===== config.mk =====
export PLATFORM = sky130hd
export DESIGN_NAME = zbkb_arb
export DESIGN_NICKNAME = d
export VERILOG_FILES = /design/src/rtl/zbkb_arb.sv
export SDC_FILE = /design/constraint.sdc
export NUM_CORES = 1
export LEC_CHECK = 0
export BUFFER_PORTS_ARGS = -buffer_cell sky130_fd_sc_hd__buf_2
export CAP_MARGIN = 20
export CORE_ASPECT_RATIO = 1.1
export CORE_UTILIZATION = 45
export CTS_CLUSTER_DIAMETER = 200
export DETAILED_ROUTE_END_ITERATION = 16
export PLACE_DENSITY = 0.81
export SLEW_MARGIN = 0
export SYNTH_ARGS = -nofsm -noshare
export SYNTH_HDL_FRONTEND = slang
export SYNTH_SLANG_ARGS = --single-unit

===== constraint.sdc =====
create_clock -name clk -period 2.2 [get_ports clk]
set_input_delay 0.55 -clock clk [delete_from_list [all_inputs] [get_ports clk]]
set_output_delay 0.55 -clock clk [all_outputs]
set_load 0.01 [all_outputs]

===== src/rtl/zbkb_arb.sv =====
// zbkb_arb: two-port valid/ready arbiter and sequencer for the shared,
// purely combinational ZBKB bit-manipulation unit. One operation is in
// flight at a time: IDLE (accept) -> EXEC (unit evaluates registered
// operands) -> RESP (result held until the owning requester takes it).
//
// Configuration macro: ZBKB_ARB_RR_EN
//   defined   - round-robin between the two requesters using LastGrant
//   undefined - fixed priority, requester 0 always wins; no LastGrant flop
module zbkb_arb #(
  parameter int WIDTH = 32
) (
  input  logic                        clk,
  input  logic                        resetn,
  input  logic                        Flush,
  input  logic [1:0]                  ReqValid,
  output logic [1:0]                  ReqReady,
  input  logic [1:0][WIDTH-1:0]       ReqA,
  input  logic [1:0][WIDTH/2-1:0]     ReqB,
  input  logic [1:0][2:0]             ReqFunct3,
  input  logic [1:0][2:0]             ReqSelect,
  output logic [WIDTH-1:0]            UA,
  output logic [WIDTH/2-1:0]          UB,
  output logic [2:0]                  UFunct3,
  output logic [2:0]                  USelect,
  input  logic [WIDTH-1:0]            UResult,
  output logic [1:0]                  RspValid,
  input  logic [1:0]                  RspReady,
  output logic [WIDTH-1:0]            RspResult
);

  typedef enum logic [1:0] {
    IDLE = 2'd0,
    EXEC = 2'd1,
    RESP = 2'd2
  } state_e;

  state_e               state_q, state_d;
  logic                 owner_q, owner_d;
  logic [WIDTH-1:0]     ua_q, ua_d;
  logic [WIDTH/2-1:0]   ub_q, ub_d;
  logic [2:0]           funct3_q, funct3_d;
  logic [2:0]           select_q, select_d;
  logic [WIDTH-1:0]     result_q, result_d;

  logic [1:0]           grant;
  logic                 accept;
  logic                 acc_idx;

`ifdef ZBKB_ARB_RR_EN
  logic                 last_grant_q, last_grant_d;

  // Round-robin grant: on contention the requester that did not win last time goes.
  always_comb begin
    grant = 2'b00;
    case (ReqValid)
      2'b01:   grant = 2'b01;
      2'b10:   grant = 2'b10;
      2'b11:   grant = last_grant_q ? 2'b01 : 2'b10;
      default: grant = 2'b00;
    endcase
  end
`else
  // Fixed-priority grant: requester 0 wins whenever it is valid.
  always_comb begin
    grant = 2'b00;
    if (ReqValid[0]) begin
      grant = 2'b01;
    end else if (ReqValid[1]) begin
      grant = 2'b10;
    end
  end
`endif

  // Acceptance is purely a function of state, Flush and ReqValid; reset masks it
  // so no requester sees a handshake while resetn is low.
  assign ReqReady = (resetn && (state_q == IDLE) && !Flush) ? grant : 2'b00;
  assign accept   = |ReqReady;
  assign acc_idx  = ReqReady[1];

  // Next-state and register-load decode; Flush overrides every transition.
  always_comb begin
    state_d  = state_q;
    owner_d  = owner_q;
    ua_d     = ua_q;
    ub_d     = ub_q;
    funct3_d = funct3_q;
    select_d = select_q;
    result_d = result_q;
`ifdef ZBKB_ARB_RR_EN
    last_grant_d = last_grant_q;
`endif
    case (state_q)
      IDLE: begin
        if (accept) begin
          state_d  = EXEC;
          owner_d  = acc_idx;
          ua_d     = ReqA[acc_idx];
          ub_d     = ReqB[acc_idx];
          funct3_d = ReqFunct3[acc_idx];
          select_d = ReqSelect[acc_idx];
`ifdef ZBKB_ARB_RR_EN
          last_grant_d = acc_idx;
`endif
        end
      end
      EXEC: begin
        // The unit is combinational on the registered operands, so its
        // output is valid one cycle after the operands were loaded.
        state_d  = RESP;
        result_d = UResult;
      end
      RESP: begin
        // Only the owner's ready completes the response.
        if (RspReady[owner_q]) begin
          state_d = IDLE;
        end
      end
      default: begin
        state_d = IDLE;
      end
    endcase
    if (Flush) begin
      state_d = IDLE;
    end
  end

  // Control state register.
  always_ff @(posedge clk or negedge resetn) begin
    if (!resetn) begin
      state_q <= IDLE;
      owner_q <= 1'b0;
    end else begin
      state_q <= state_d;
      owner_q <= owner_d;
    end
  end

`ifdef ZBKB_ARB_RR_EN
  // Last winner; resets to requester 1 so requester 0 wins the first contest.
  always_ff @(posedge clk or negedge resetn) begin
    if (!resetn) begin
      last_grant_q <= 1'b1;
    end else begin
      last_grant_q <= last_grant_d;
    end
  end
`endif

  // Operand and result registers; Flush leaves the operands untouched.
  always_ff @(posedge clk or negedge resetn) begin
    if (!resetn) begin
      ua_q     <= '0;
      ub_q     <= '0;
      funct3_q <= '0;
      select_q <= '0;
      result_q <= '0;
    end else begin
      ua_q     <= ua_d;
      ub_q     <= ub_d;
      funct3_q <= funct3_d;
      select_q <= select_d;
      result_q <= result_d;
    end
  end

  assign UA        = ua_q;
  assign UB        = ub_q;
  assign UFunct3   = funct3_q;
  assign USelect   = select_q;
  assign RspResult = result_q;
  assign RspValid  = (state_q == RESP) ? (owner_q ? 2'b10 : 2'b01) : 2'b00;

endmodule


==> impl_metrics.env <==
export IMPL_grt_setup_unrepaired="false"
export IMPL_cts_root_buf="clkbuf_8"
export IMPL_slew_violations=0
export IMPL_antennaDiodeCount=0
export IMPL_drc=0
export IMPL_worstSetupPathType="flop to output port"
export IMPL_switching_share=0.289
export IMPL_muxShareOfSynthArea=0.416
export IMPL_port_buffers=236
export IMPL_worstPathMaxFanout=4
export IMPL_hold_violations=0
export IMPL_yosys_warnings=0
export IMPL_period_minus_slack_ps=2040
export IMPL_critPathBufInv=1
export IMPL_synth_nets=406
export IMPL_fin_nets=644
export IMPL_dieWidth_um=95.7
export IMPL_hold_class="input port to asynchronous set/reset pin"
export IMPL_max_cap_violations=0
export IMPL_leakagePower_nw=2.96
export IMPL_grt_usage=0.191
export IMPL_final_layout_size_suffix_gt1_frac=0.800
export IMPL_pin_count=237
export IMPL_fin_skew_ps=11.5
export IMPL_dieHeight_um=105
export IMPL_ys_ff_latch=89
export IMPL_ys_types=17
export IMPL_cts_tree="built"
export IMPL_yosysSeqAreaShare=0.513
export IMPL_numCtsBuffers=9
export IMPL_start_util=0.465
export IMPL_postCtsSetupBuffers=0
export IMPL_synthAdderAreaFrac=0
export IMPL_cp_top_family="simple AND/OR/NAND/NOR gates"
export IMPL_relSlewSlack=0.557
export IMPL_grt_max_degree=55
export IMPL_crit_slowest_cell="dfrtp_1"
export IMPL_fin_crit_sh=0.927
export IMPL_fp_dieArea_sq_um=10100
export IMPL_clk_pin_slew_ps=90
export IMPL_power_density_nw_per_um2=856
export IMPL_worst_endpoint_arrival_ps=1490
export IMPL_reg2reg_depth=4
export IMPL_internal_power_mw=3.51
export IMPL_synth_area_leaders="dfrtp_1 (51%), mux2_2 (21%), mux2_4 (20%), buf_12 (2.8%), buf_6 (1.6%)"
export IMPL_core_area_sq_um=9350
export IMPL_netlist_area_sq_um=4350
export IMPL_grt_pass1_vias=3105
export IMPL_synth_xor_area_share=0
export IMPL_tightest_slew_ps=664
export IMPL_synth_simple_gate_area_frac=0.0181
export IMPL_grt_overflow=0
export IMPL_cts_hold_buffers_added=0
export IMPL_utilization=0.618
export IMPL_n_fill_cell=757
export IMPL_synth_top_cell_by_area="dfrtp_1"
export IMPL_setup_viol=0
export IMPL_viasPerCell=4.77
export IMPL_ant_nets=0
export IMPL_end_kind="output port"
export IMPL_p_switching_mw=1.43
export IMPL_dp_hpwl_mm=7.27
export IMPL_wire_per_inst_um=15.3
export IMPL_grt_first_pass_wirelength_mm=14.7
export IMPL_drt_iter0_drc=82
export IMPL_antenna_found_initial=0
export IMPL_start_kind="flop"
export IMPL_area_growth_pct=32.9
export IMPL_gp_congestion=0.745
export IMPL_slowest_delay_ps=420
export IMPL_synth_compound_area_frac=0.00576
export IMPL_status="completed"
export IMPL_clock_path_buffers=2
export IMPL_syn_inst=259
export IMPL_vias=2948
export IMPL_worstSetupPathDepth=3
export IMPL_crit_path_cell_trace="nor4b_4, and3b_1, buf_2"
export IMPL_row_count=37
export IMPL_cts_htree_levels=3
export IMPL_timing_fmax_mhz=490
export IMPL_power_frac_comb=0.314
export IMPL_drt_wl_total_mm=9.44
export IMPL_synth_top_family_by_area="multiplexers"
export IMPL_clkPwrFrac=0.229
export IMPL_cts_resized=0
export IMPL_synth_top_area_frac=0.513
export IMPL_insertion_delay_ps=350
export IMPL_drt_pass1_iterations=4
export IMPL_fin_setup_tns_ps=0
export IMPL_avgSynthCellArea_sq_um=16.8
export IMPL_p_seq_frac=0.457
export IMPL_cts_num_sinks=89
export IMPL_vdd_drop_max_v=0.000365
export IMPL_critPathRequiredTime_ps=1650
## final timing paths
check                           slack, ps                       from                         to
worst min register to register        510  RspResult[21]$_DFFE_PN0P_  RspResult[21]$_DFFE_PN0P_
min in group clk                      410                      Flush     state_q[1]$_DFFE_PN0P_
worst max register to register        470     state_q[1]$_DFFE_PN0P_         UA[13]$_DFFE_PN0P_
worst max-delay path                  160     state_q[1]$_DFFE_PN0P_                ReqReady[1]
worst min-delay path                  270                     resetn     USelect[1]$_DFFE_PN0P_
max in group asynchronous             900                     resetn     state_q[0]$_DFFE_PN0P_
## sequential cells by signal, summed over array words and instances (netlist names)
name and flops:
UFunct3 3, USelect 3, RspResult 32, UB 16, UA 32, state_q 2, owner_q 1
## metrics by stage
stage / power [mW] / hold slack, ps / area (sq um) / std cells / worst slack (ps)
floorplan: 3.18 / 254 / 4350 / 259 / 523
global placement: 3.80 / 484 / 5570 / 603 / 311
detailed placement: 3.86 / 489 / 5570 / 603 / 263
CTS: 5.02 / 281 / 5780 / 618 / 126
global route: 5.22 / 299 / 5780 / 618 / 77.5
finish: 4.95 / 271 / 5780 / 618 / 161
## synthesized netlist by cell type, drive strengths merged
| cell type | number |
|---|---|
| mux2 | 140 |
| nor2 | 2 |
| o21a | 1 |
| nor2b | 2 |
| and2b | 1 |
| dfrtp | 89 |
| and2 | 2 |
| nand2b | 1 |
| clkbuf | 1 |
| a21oi | 2 |
| mux2i | 1 |
| nor4b | 1 |
| buf | 15 |
| and3b | 1 |
## cell families (layout without fill, tap and decap cells)
logic type / Yosys count / after routing
compound gates: 3 / 3
buf+inv: 16 / 258
flops: 89 / 89
mux: 141 / 141
simple gates: 10 / 10
## placed cells by master, fill, tap and decap left out
master | netlist | routed
mux2_4 | 59 | 59
dfrtp_1 | 89 | 89
and2b_1 | 1 | 1
and3b_1 | 1 | 1
buf_12 | 6 | 4
bufinv_16 | 0 | 1
mux2i_1 | 1 | 1
clkinvlp_4 | 0 | 2
clkbuf_8 | 0 | 10
buf_4 | 0 | 4
nand2b_2 | 0 | 1
nor2b_1 | 2 | 2
a21oi_1 | 2 | 2
inv_8 | 0 | 1
o21a_4 | 1 | 1
nor4b_4 | 1 | 1
nor2_1 | 2 | 2
mux2_2 | 81 | 81
buf_2 | 3 | 235
and2_1 | 2 | 2
clkinv_4 | 0 | 1
## layout make-up
class,count,area (sq um),share of cell area
Clock buffer,10,138,0.0238
Sequential cell,89,2230,0.386
Tap cell,117,146,0.0253
Timing Repair Buffer,243,1290,0.223
Clock inverter,5,65.1,0.0113
Multi-Input combinational cell,154,1910,0.331
## layer usage
| metal | GRT usage | wire length (um) | part of all wire |
|---|---|---|---|
| met1 | 0.221 | 3630 | 0.38 |
| met5 | 0 | 0 | 0 |
| met2 | 0.348 | 5100 | 0.54 |
| met3 | 0.0240 | 488 | 0.052 |
| met4 | 0.0789 | 218 | 0.023 |
## worst register-to-register path, stage by stage (launching register included)
cell,delay [ps]
dfrtp_1,420
nor4b_4,360
o21a_4,220
buf_12,240
mux2_2,380
## power by group through the flow
stage,registers [mW],clock network [mW],logic (mW)
after CTS,2.26,1.17,1.58
after detailed placement,2.28,0,1.58
after floorplan,2.47,0,0.707
after global routing,2.31,1.24,1.67
after global placement,2.27,0,1.53
final,2.26,1.13,1.55
Power figures use the tool's default switching activity.
